## src/rtl/digit_scanner_if.sv

```systemverilog
// Digit scanner bus: BCD digit load strobe in, raster timing and digit-cell lookup out.
interface digit_scanner_if;
  logic [15:0] digits_in;
  logic        digits_valid;
  logic [9:0]  sx;
  logic [9:0]  sy;
  logic        hsync;
  logic        vsync;
  logic        de;
  logic [9:0]  sx_offset;
  logic [9:0]  sy_offset;
  logic [3:0]  number;
  logic        slot_active;
  logic        frame_start;

  modport master (
    output digits_in, digits_valid,
    input  sx, sy, hsync, vsync, de, sx_offset, sy_offset, number, slot_active, frame_start
  );

  modport slave (
    input  digits_in, digits_valid,
    output sx, sy, hsync, vsync, de, sx_offset, sy_offset, number, slot_active, frame_start
  );
endinterface

```

## src/rtl/digit_scanner.sv

```systemverilog
// Raster scanner that maps each pixel onto one of four BCD digit cells.
// Optional macro LEADING_ZERO_BLANK_EN blanks leading zero digits (slot 3 always shown).
module digit_scanner #(
  parameter int H_ACTIVE   = 640,
  parameter int H_FP       = 16,
  parameter int H_SYNC     = 96,
  parameter int H_BP       = 48,
  parameter int V_ACTIVE   = 480,
  parameter int V_FP       = 10,
  parameter int V_SYNC     = 2,
  parameter int V_BP       = 33,
  parameter int CELL_X0    = 100,
  parameter int CELL_PITCH = 120,
  parameter int CELL_W     = 81,
  parameter int CELL_Y0    = 170,
  parameter int CELL_H     = 141
) (
  input  logic        clk,
  input  logic        rst_n,
  digit_scanner_if.slave bus
);
  localparam int NUM_SLOTS = 4;
  localparam int DIG_W     = 4;
  localparam logic [9:0] H_LAST = 10'(H_ACTIVE + H_FP + H_SYNC + H_BP - 1);
  localparam logic [9:0] V_LAST = 10'(V_ACTIVE + V_FP + V_SYNC + V_BP - 1);
  localparam logic [9:0] HS_ON  = 10'(H_ACTIVE + H_FP);
  localparam logic [9:0] HS_OFF = 10'(H_ACTIVE + H_FP + H_SYNC - 1);
  localparam logic [9:0] VS_ON  = 10'(V_ACTIVE + V_FP);
  localparam logic [9:0] VS_OFF = 10'(V_ACTIVE + V_FP + V_SYNC - 1);
  localparam logic [9:0] H_ACT  = 10'(H_ACTIVE);
  localparam logic [9:0] V_ACT  = 10'(V_ACTIVE);
  localparam logic [9:0] YL     = 10'(CELL_Y0);
  localparam logic [9:0] YH     = 10'(CELL_Y0 + CELL_H - 1);

  logic [1:0]  div;
  logic        tick, wrap;
  logic [9:0]  sx, sy, nx, ny;
  logic [15:0] shadow, active, active_nxt;

  logic [NUM_SLOTS-1:0]            hit, blank;
  logic [NUM_SLOTS-1:0][9:0]       x_off;
  logic [NUM_SLOTS-1:0][DIG_W-1:0] dig;
  logic                            hit_any;
  logic [9:0]                      xo_sel, yo_sel;
  logic [DIG_W-1:0]                num_sel;

  logic             hsync_q, vsync_q, de_q, act_q, fs_q;
  logic [9:0]       xo_q, yo_q;
  logic [DIG_W-1:0] num_q;

  assign tick = (div == 2'd3);

  always_comb begin
    nx = (sx == H_LAST) ? '0 : sx + 10'd1;
    ny = sy;
    if (sx == H_LAST) ny = (sy == V_LAST) ? '0 : sy + 10'd1;
  end

  // A load strobe landing on the wrap tick goes straight to the active digits.
  assign wrap       = tick && (nx == '0) && (ny == '0);
  assign active_nxt = wrap ? (bus.digits_valid ? bus.digits_in : shadow) : active;

  // Everything below looks at the next pixel so registered outputs line up with sx/sy.
  for (genvar k = 0; k < NUM_SLOTS; k++) begin : g_slot
    localparam logic [9:0] XL = 10'(CELL_X0 + k*CELL_PITCH);
    localparam logic [9:0] XH = 10'(CELL_X0 + k*CELL_PITCH + CELL_W - 1);
    assign hit[k]   = (nx >= XL) && (nx <= XH) && (ny >= YL) && (ny <= YH);
    assign x_off[k] = nx - XL;
    assign dig[k]   = active_nxt[(NUM_SLOTS-1-k)*DIG_W +: DIG_W];
  end

`ifdef LEADING_ZERO_BLANK_EN
  logic lead;
  always_comb begin
    blank = '0;
    lead  = 1'b1;
    for (int k = 0; k < NUM_SLOTS-1; k++) begin
      lead     = lead && (dig[k] == '0);
      blank[k] = lead;
    end
  end
`else
  assign blank = '0;
`endif

  always_comb begin
    hit_any = 1'b0;
    xo_sel  = '0;
    yo_sel  = '0;
    num_sel = '1;
    for (int k = 0; k < NUM_SLOTS; k++) begin
      if (hit[k]) begin
        hit_any = 1'b1;
        xo_sel  = x_off[k];
        yo_sel  = ny - YL;
        num_sel = blank[k] ? '1 : dig[k];
      end
    end
  end

  always_ff @(posedge clk or negedge rst_n) begin
    if (!rst_n) begin
      div     <= '0;
      sx      <= '0;
      sy      <= '0;
      shadow  <= '0;
      active  <= '0;
      hsync_q <= 1'b1;
      vsync_q <= 1'b1;
      de_q    <= 1'b0;
      xo_q    <= '0;
      yo_q    <= '0;
      num_q   <= '1;
      act_q   <= 1'b0;
      fs_q    <= 1'b0;
    end else begin
      div  <= div + 2'd1;
      fs_q <= wrap;
      if (bus.digits_valid) shadow <= bus.digits_in;
      if (tick) begin
        sx      <= nx;
        sy      <= ny;
        active  <= active_nxt;
        hsync_q <= !((nx >= HS_ON) && (nx <= HS_OFF));
        vsync_q <= !((ny >= VS_ON) && (ny <= VS_OFF));
        de_q    <= (nx < H_ACT) && (ny < V_ACT);
        xo_q    <= xo_sel;
        yo_q    <= yo_sel;
        num_q   <= num_sel;
        act_q   <= hit_any;
      end
    end
  end

  assign bus.sx          = sx;
  assign bus.sy          = sy;
  assign bus.hsync       = hsync_q;
  assign bus.vsync       = vsync_q;
  assign bus.de          = de_q;
  assign bus.sx_offset   = xo_q;
  assign bus.sy_offset   = yo_q;
  assign bus.number      = num_q;
  assign bus.slot_active = act_q;
  assign bus.frame_start = fs_q;
endmodule

```

## src/flat_wrapper.sv

```systemverilog
// flat-port wrapper written by rule: the top's interface ports become plain ports
module digit_scanner_flat 
#(
  parameter int H_ACTIVE   = 640,
  parameter int H_FP       = 16,
  parameter int H_SYNC     = 96,
  parameter int H_BP       = 48,
  parameter int V_ACTIVE   = 480,
  parameter int V_FP       = 10,
  parameter int V_SYNC     = 2,
  parameter int V_BP       = 33,
  parameter int CELL_X0    = 100,
  parameter int CELL_PITCH = 120,
  parameter int CELL_W     = 81,
  parameter int CELL_Y0    = 170,
  parameter int CELL_H     = 141
)
  (clk, rst_n, bus_digits_in, bus_digits_valid, bus_sx, bus_sy, bus_hsync, bus_vsync, bus_de, bus_sx_offset, bus_sy_offset, bus_number, bus_slot_active, bus_frame_start);
  digit_scanner_if bus_i ();
  input  logic clk;
  input  logic rst_n;
  input wire logic [$bits(bus_i.digits_in)-1:0] bus_digits_in;
  input wire logic [$bits(bus_i.digits_valid)-1:0] bus_digits_valid;
  output wire logic [$bits(bus_i.sx)-1:0] bus_sx;
  output wire logic [$bits(bus_i.sy)-1:0] bus_sy;
  output wire logic [$bits(bus_i.hsync)-1:0] bus_hsync;
  output wire logic [$bits(bus_i.vsync)-1:0] bus_vsync;
  output wire logic [$bits(bus_i.de)-1:0] bus_de;
  output wire logic [$bits(bus_i.sx_offset)-1:0] bus_sx_offset;
  output wire logic [$bits(bus_i.sy_offset)-1:0] bus_sy_offset;
  output wire logic [$bits(bus_i.number)-1:0] bus_number;
  output wire logic [$bits(bus_i.slot_active)-1:0] bus_slot_active;
  output wire logic [$bits(bus_i.frame_start)-1:0] bus_frame_start;
  assign bus_i.digits_in = bus_digits_in;
  assign bus_i.digits_valid = bus_digits_valid;
  assign bus_sx = bus_i.sx;
  assign bus_sy = bus_i.sy;
  assign bus_hsync = bus_i.hsync;
  assign bus_vsync = bus_i.vsync;
  assign bus_de = bus_i.de;
  assign bus_sx_offset = bus_i.sx_offset;
  assign bus_sy_offset = bus_i.sy_offset;
  assign bus_number = bus_i.number;
  assign bus_slot_active = bus_i.slot_active;
  assign bus_frame_start = bus_i.frame_start;
  digit_scanner #(.H_ACTIVE(H_ACTIVE), .H_FP(H_FP), .H_SYNC(H_SYNC), .H_BP(H_BP), .V_ACTIVE(V_ACTIVE), .V_FP(V_FP), .V_SYNC(V_SYNC), .V_BP(V_BP), .CELL_X0(CELL_X0), .CELL_PITCH(CELL_PITCH), .CELL_W(CELL_W), .CELL_Y0(CELL_Y0), .CELL_H(CELL_H)) u_core (.clk(clk), .rst_n(rst_n), .bus(bus_i));
endmodule
```

## config.mk

```make
export PLATFORM = sky130hd
export DESIGN_NAME = digit_scanner_flat
export DESIGN_NICKNAME = d
export VERILOG_FILES = /design/src/rtl/digit_scanner_if.sv /design/src/rtl/digit_scanner.sv /design/src/flat_wrapper.sv
export SDC_FILE = /design/constraint.sdc
export NUM_CORES = 1
export LEC_CHECK = 0
export BUFFER_PORTS_ARGS = -buffer_cell sky130_fd_sc_hd__buf_2
export CAP_MARGIN = 15
export CORE_MARGIN = 4
export CORE_UTILIZATION = 55
export CTS_BUF_LIST = sky130_fd_sc_hd__clkbuf_4 sky130_fd_sc_hd__clkbuf_8
export CTS_CLUSTER_SIZE = 40
export DETAILED_ROUTE_END_ITERATION = 10
export MAX_ROUTING_LAYER = met4
export PLACE_DENSITY_LB_ADDON = 0.2
export SLEW_MARGIN = 40
export SYNTH_ARGS = -nofsm -noshare
export SYNTH_HDL_FRONTEND = slang
export SYNTH_SLANG_ARGS = --single-unit
export TNS_END_PERCENT = 10
```

## constraint.sdc

```tcl
create_clock -name clk -period 4.2 [get_ports clk]
set_clock_uncertainty 0.15 [all_clocks]
set_input_delay 0.42 -clock clk [delete_from_list [all_inputs] [get_ports clk]]
set_output_delay 0.42 -clock clk [all_outputs]
set_load 0.01 [all_outputs]
```

==> results of run 1 <==
-- through the flow --
stage	power, µW	instance area [µm²]	setup slack (ns)	hold WS [ns]
2_1_floorplan	866.7	5406	0.1665	-0.02559
3_3_place_gp	897.1	6056	0.3365	0.2762
3_5_place_dp	900.9	6056	0.1604	0.3031
4_1_cts	1514	6270	0.09096	0.1452
5_1_grt	1555	6346	-0.01418	0.1513
6_report	1505	6346	0.06815	0.1589
-- placed cells by master, fill, tap and decap left out, drive strengths merged, types with 6 or more instances in the layout --
cell,n
nand4,12
o21ai,31
nand3,20
nor3,20
inv,27
mux2,29
o2bb2ai,16
a211oi,10
nor4,11
dfstp,6
dfrtp,77
xor2,9
o2111ai,6
ha,12
o31ai,12
o21a,7
and3,10
xnor2,21
a21oi,24
buf,112
a31oi,11
nor2,37
nand2,49
clkbuf,9
-- state kept, by name, summed over array words and instances (netlist names), 2 cells and up --
register	count
u_core.bus.sx	10
u_core.div	2
u_core.bus.number	4
u_core.bus.sy	10
u_core.shadow	16
u_core.active	16
u_core.bus.sx_offset	10
u_core.bus.sy_offset	10
-- cell usage after synthesis (all sizes together), types with 6 or more instances --
library cell	count
a211oi	10
a21oi	24
a31oi	11
and3	10
buf	10
clkbuf	33
dfrtp	77
dfstp	6
ha	12
inv	23
mux2	29
nand2	49
nand3	20
nand4	12
nor2	37
nor3	20
nor4	11
o2111ai	6
o21a	7
o21ai	31
o2bb2ai	16
o31ai	12
xnor2	21
xor2	9
-- critical path, delay by kind of cell, from the launching register on --
| kind | cells | cell delay (ns) |
|---|---|---|
| AOI/OAI and AO/OA | 5 | 1.33 |
| DFF | 1 | 0.38 |
| adders and majority gates | 1 | 0.24 |
| buffers and inverters | 3 | 0.48 |
| and+or+nand+nor | 4 | 1.49 |
-- what timing repair did --
item,CTS,global route
endpoints found under the setup margin,0,23
resized for setup,0,16
hold endpoints to repair,50,0
buffers inserted,0,1
hold buffers,1,0
-- layout make-up --
cell class	count	area, µm²
multi-input combinational	435	3119
sequential	83	2086
tap	129	161.4
clock buffer	9	123.9
inverter	24	90.09
fill	796	3069
timing repair buffer	113	685.7
clock inverter	7	80.08
-- power groups by stage --
stage          logic [µW]  clock network, µW  registers, µW
5_1_grt              68.8                660            826
6_report             60.5                620            824
4_1_cts              62.2                628            824
3_3_place_gp         58.9                  0            838
2_1_floorplan        29.1                  0            838
3_5_place_dp         61.4                  0            840
-- layer usage --
metal / wire [µm] / track usage, % / vias to the layer above
met1: 6899 / 39.85 / 2556
li1: - / - / 2357
met4: 393 / 9.406 / 0
met5: 0 / - / -
met3: 1192 / 4.395 / 34
met2: 7724 / 45.89 / 261
-- cells by family (layout without fill, tap and decap cells) --
group,after synthesis,after routing
xor gates and xnor gates,30,30
buffers and inverters,67,153
muxes,31,31
DFF,83,83
AOI/OAI and AO/OA,174,174
adders and majority gates,12,12
and+or+nand+nor,188,188
-- path summary, 6_finish.rpt --
| path | from | end | slack, ns | cells after the start |
|---|---|---|---|---|
| max | u_core.bus.sx[5]$_DFFE_PN0N_ | u_core.bus.sx_offset[5]$_DFFE_PN0N_ | 0.07 | 13 |
| min | bus_digits_in[3] | u_core.shadow[3]$_DFF_PN0_ | 0.16 | 2 |
| max reg2reg | u_core.bus.sx[5]$_DFFE_PN0N_ | u_core.bus.sx_offset[5]$_DFFE_PN0N_ | 0.07 | 13 |
| min reg2reg | u_core.div[0]$_DFF_PN0_ | u_core.div[0]$_DFF_PN0_ | 0.32 | 1 |
| max in group asynchronous | rst_n | u_core.bus.sx[0]$_DFFE_PN0N_ | 2.55 | 3 |
| min in group asynchronous | rst_n | u_core.bus.sy[5]$_DFFE_PN0N_ | 0.49 | 2 |
==> flow_metrics.py, run 1 <==
metrics = {
    "yosys": {
        "ys_ff_latch": 83,
        "yosys_warnings": 0,
        "synth-simple-area-share_pct": 18.58,
        "synth_top_family_by_area": "compound AO/OA/AOI/OAI gates",
        "synth_edf_count": 0,
        "asyncSetResetFlopFracSynth_pct": 100.0,
        "netlist.top_cell.by_area": "dfrtp_1",
        "synth_flop_cell": "dfrtp_1",
        "syn-instance-count": 585,
        "yosys-mux-area-fraction_pct": 6.619,
        "share_of_synthesized_cell_area_in_full_adder_half_adder_and_majority_cells_pct": 2.777,
        "synth_compound_area_share_pct": 23.47,
        "avgSynthCellArea_um2": 9.242,
        "synth_sequential_area_ratio_pct": 38.56,
        "synth_top_area_share_pct": 35.64,
        "post_synthesis_instance_area_mm2": 0.005406,
        "synth_fp_nets": 616,
        "netlist-cell-type-count": 75,
        "synthXorXnorAreaFrac_pct": 4.999,
        "netlist_top_cells_area": "dfrtp_1, mux2_2, nand2_1",
    },
    "placed_design": {
        "place_congestion": 1.014,
        "place.port_buffers": 67,
        "detailed_placement_wirelength_estimate_um": 12030,
        "placed_cells": 782,
    },
    "critical_path": {
        "worst_ep_required_time_ns": 4.33,
        "critical_path.endpoint_type": "flop",
        "cp_slowest_stage_delay_ns": 0.51,
        "arrival_time_at_the_worst_endpoint_ns": 4.26,
        "critPathMostFrequentCell": "inv_1",
        "path_max_fanout": 8,
        "critical_path.cell_chain": "or3_1 -> buf_4 -> nor3_1 -> or2_2 -> inv_1 -> ha_1 -> inv_1 -> a2111oi_1 -> o31ai_1 -> o221ai_1 -> o21a_2 -> or4_1 -> a31oi_1",
        "critical_path.slowest_cell": "or4_1",
        "setup_crit_path_kind": "reg2reg",
        "setup.worst_path.start_class": "flop",
    },
    "drt": {
        "routedWlPerCell_um": 20.26,
        "routed_antenna_nets": 0,
        "via_count": 5208,
        "drc": 0,
        "drt_pass1_iterations": 5,
        "initialDrtViolationCount": 518,
        "via_per_inst": 6.510,
        "finalWirelength_um": 16210,
    },
    "final_layout": {
        "fin_util_pct": 67.40,
        "flow.area_growth_from_synthesis_pct": 17.38,
        "layout.cells.non_filler": 800,
        "post_route_cells_drive_above_1_share_pct": 29.96,
        "num_antenna_cells": 0,
        "nNetsFinal": 697,
    },
    "pwr": {
        "power.clock.fraction_pct": 41.2,
        "total_leakage_power_uw": 0.002718,
        "power.density_mw_per_mm2": 237.1,
        "switching_share_pct": 24.91,
        "power.sequential.fraction_pct": 54.8,
        "power.ir.vdd_worst_v": 0.0001493,
        "power_frac_comb_pct": 4.0,
        "internal_power_uw": 1130,
        "net-switching-power_uw": 374.8,
    },
    "global_route": {
        "globalRouteOverflowTotal": 0,
        "first_pass_grt_wire_length_um": 26390,
        "grt_start_max_net_pins": 58,
        "antenna_found_initial": 0,
        "grt_util_all_layers_pct": 29.48,
        "grt_pass1_vias": 5020,
    },
    "sta": {
        "tightestPinTransition_ns": 0.7390,
        "tmin_final_ns": 4.132,
        "timing.final.setup_violations": 0,
        "setup_repair_after_global_routing_missed_its_margin": "true",
        "final_report_hold_violation_count": 0,
        "finalSetupTns_ns": 0,
        "slew_viol_final": 0,
        "worst_slew_margin_rel_pct": 50.38,
        "max_clock_freq_mhz": 242.0,
        "final.period_utilization_pct": 98.38,
    },
    "outcome": {
        "status": "completed",
    },
    "cts": {
        "largest_buffer_count_on_any_clock_path": 2,
        "cts_made_buffers": 9,
        "clock_latency_ns": 0.36,
        "cts-root-buf": "clkbuf_8",
        "cts_num_sinks": 83,
        "htree_levels": 3,
        "tritoncts": "built",
        "clkTransAtPathRegs_ns": 0.10,
    },
    "job": {
        "maxCapViolCount": 0,
    },
    "floorplanning": {
        "pin_count": 68,
        "row_count": 35,
        "die_width_um": 107.1,
        "die-height_um": 107.1,
        "design.core.area_mm2": 0.009415,
        "initial_core_util_pct": 57.42,
        "die_area_mm2": 0.01148,
    },
    "worst_hold_path": {
        "holdCritPathClass": "in2reg",
    },
}
Note: power is estimated with default switching activity, not from simulation.
==> inputs of run 2 (changes only) <==
CORE_UTILIZATION = 35   (was 55)
PLACE_DENSITY_LB_ADDON = 0.15   (was 0.2)
==> flow_metrics.py, run 2 (synthesized netlist as in run 1, its figures left out) <==
metrics = {
    "sta": {
        "worst_slew_margin_rel_pct": 53.10,
        "tmin_final_ns": 3.984,
        "final_report_hold_violation_count": 0,
        "setup_repair_after_global_routing_missed_its_margin": "false",
        "finalSetupTns_ns": 0,
        "final.period_utilization_pct": 94.86,
        "max_clock_freq_mhz": 251.0,
        "timing.final.setup_violations": 0,
        "slew_viol_final": 0,
        "tightestPinTransition_ns": 0.6985,
    },
    "worst_hold_path": {
        "hp-start": "bus_digits_in[0]",
        "worst_hold_path.endpoint": "u_core.shadow[0]$_DFF_PN0_",
        "holdCritPathClass": "in2reg",
        "hold_depth": 2,
    },
    "pwr": {
        "power.ir.vdd_worst_v": 0.0001335,
        "power.density_mw_per_mm2": 226.5,
        "total_leakage_power_uw": 0.002679,
        "post-layout-total-power_uw": 1434,
    },
    "drt": {
        "via_per_inst": 5.802,
        "finalWirelength_um": 17100,
        "initialDrtViolationCount": 413,
        "drc": 0,
        "routedWlPerCell_um": 19.96,
        "routed_antenna_nets": 0,
        "via_count": 4972,
        "drt_pass1_iterations": 5,
    },
    "floorplanning": {
        "die_area_mm2": 0.01750,
        "die-height_um": 132.3,
        "initial_core_util_pct": 35.70,
        "design.core.area_mm2": 0.01515,
        "row_count": 45,
        "die_width_um": 132.3,
        "pin_count": 68,
    },
    "final_layout": {
        "layout.cells.non_filler": 857,
        "num_antenna_cells": 0,
        "area_of_the_multi_input_gates_mm2": 0.003069,
        "layout.filler_cells": 1530,
        "flow.area_growth_from_synthesis_pct": 17.08,
        "post_route_cells_drive_above_1_share_pct": 28.25,
        "nNetsFinal": 695,
        "layout_common_cells": "dfrtp_1, buf_2, nand2_1",
        "sequential_cell_area_mm2": 0.002086,
        "layout_top_registers": "u_core.active (16), u_core.shadow (16)",
        "fin_area_mm2": 0.006330,
        "commonest_non_fill_non_tap_cell_in_the_layout": "dfrtp_1",
    },
    "critical_path": {
        "setup.worst_path.start_class": "flop",
        "r2r_end": "u_core.bus.sx_offset[5]$_DFFE_PN0N_",
        "timing.reg2reg.worst_path_depth": 13,
        "launch_point_of_the_worst_reg_to_reg_path": "u_core.bus.sx[0]$_DFFE_PN0N_",
        "worst_ep_required_time_ns": 4.35,
        "timing.reg2reg.setup_slack_ns": 0.22,
        "arrival_time_at_the_worst_endpoint_ns": 4.13,
        "path_max_fanout": 7,
        "critical_path.endpoint_type": "flop",
        "setup_crit_path_kind": "reg2reg",
    },
    "cts": {
        "largest_buffer_count_on_any_clock_path": 2,
        "clock_latency_ns": 0.37,
        "cts_num_sinks": 83,
        "cts-root-buf": "clkbuf_8",
        "tritoncts": "built",
        "post-cts-setup-buffers": 0,
        "htree_levels": 3,
        "clkTransAtPathRegs_ns": 0.09,
        "cts_made_buffers": 9,
    },
    "job": {
        "maxCapViolCount": 0,
    },
    "global_route": {
        "met2_track_usage_gr_pct": 30.82,
        "grt_util_all_layers_pct": 20.45,
        "grt_pass1_vias": 4982,
        "first_pass_grt_wire_length_um": 27990,
        "antenna_found_initial": 0,
        "grtUsageMet3_pct": 3.779,
        "grt_util_met1_pct": 28.42,
        "grt_most_used_layer": "met2",
        "grt_start_max_net_pins": 50,
        "globalRouteOverflowTotal": 0,
    },
    "placed_design": {
        "placement.cell_area_mm2": 0.006125,
        "place_congestion": 0.9722,
        "placed_cells": 840,
        "place.port_buffers": 67,
        "detailed_placement_wirelength_estimate_um": 12940,
    },
    "outcome": {
        "status": "completed",
    },
}
==> run 2: worst max-delay path, stage by stage, from the launching register on <==
cell and delay [ns]:
dfrtp_1 0.37, ha_1 0.19, nand4_1 0.22, nor3_1 0.47
or2_2 0.23, inv_1 0.08, ha_1 0.25, inv_1 0.16
a2111oi_0 0.11, o31ai_1 0.48, o221ai_1 0.27, o21a_2 0.24
or4_1 0.51, a31oi_1 0.16
==> run 2: routing by layer <==
metal / up-vias / wire length (µm)
li1: 2344 / -
met1: 2456 / 8022
met2: 153 / 7879
met3: 19 / 952
met4: 0 / 249
met5: - / 0
==> run 2: worst max-delay path by stage <==
stage / start / slack, ns / endpoint / cells past startpoint
5_1_grt: u_core.bus.sx[1]$_DFFE_PN0N_ / 0.01 / u_core.bus.sx_offset[5]$_DFFE_PN0N_ / 13
2_1_floorplan: u_core.bus.sx[1]$_DFFE_PN0N_ / 0.17 / u_core.bus.sx_offset[5]$_DFFE_PN0N_ / 15
3_3_place_gp: u_core.bus.sx[0]$_DFFE_PN0N_ / 0.21 / u_core.bus.sx_offset[5]$_DFFE_PN0N_ / 12
4_1_cts: u_core.bus.sx[0]$_DFFE_PN0N_ / 0.12 / u_core.bus.sx_offset[5]$_DFFE_PN0N_ / 12
6_report: u_core.bus.sx[0]$_DFFE_PN0N_ / 0.22 / u_core.bus.sx_offset[5]$_DFFE_PN0N_ / 13
3_5_place_dp: u_core.bus.sx[0]$_DFFE_PN0N_ / 0.13 / u_core.bus.sx_offset[5]$_DFFE_PN0N_ / 12
==> run 2: where the power goes <==
part | switching, µW | internal, µW | leakage, µW
sequential | 4.33 | 818 | 0.00104
clock | 325 | 225 | 0.0000790
combinational | 33.9 | 26.3 | 0.00156
total | 363 | 1070 | 0.00268
==> run 2: area by class of cell <==
cell class	count	area share, %
Inverter	24	1.423
Clock inverter	6	0.7511
Tap cell	188	3.716
Multi-Input combinational cell	435	48.49
Timing Repair Buffer	111	10.59
Sequential cell	83	32.95
Clock buffer	10	2.076
==> run 2: metrics by stage <==
step	utilization, %	setup slack [ns]	hold slack, ns
after floorplan	-	0.1665	-0.02559
after global placement	40.44	0.2117	0.2673
after detailed placement	40.44	0.1295	0.2736
after CTS	41.69	0.1166	0.1214
after global routing	41.79	0.01246	0.1312
final	41.79	0.2158	0.1375
==> run 2: what timing repair did <==
| item | in CTS | in global routing |
|---|---|---|
| endpoints found under the setup margin | 0 | 3 |
| resized for setup | 0 | 5 |
| hold endpoints to repair | 43 | 0 |
| hold buffers | 1 | 0 |
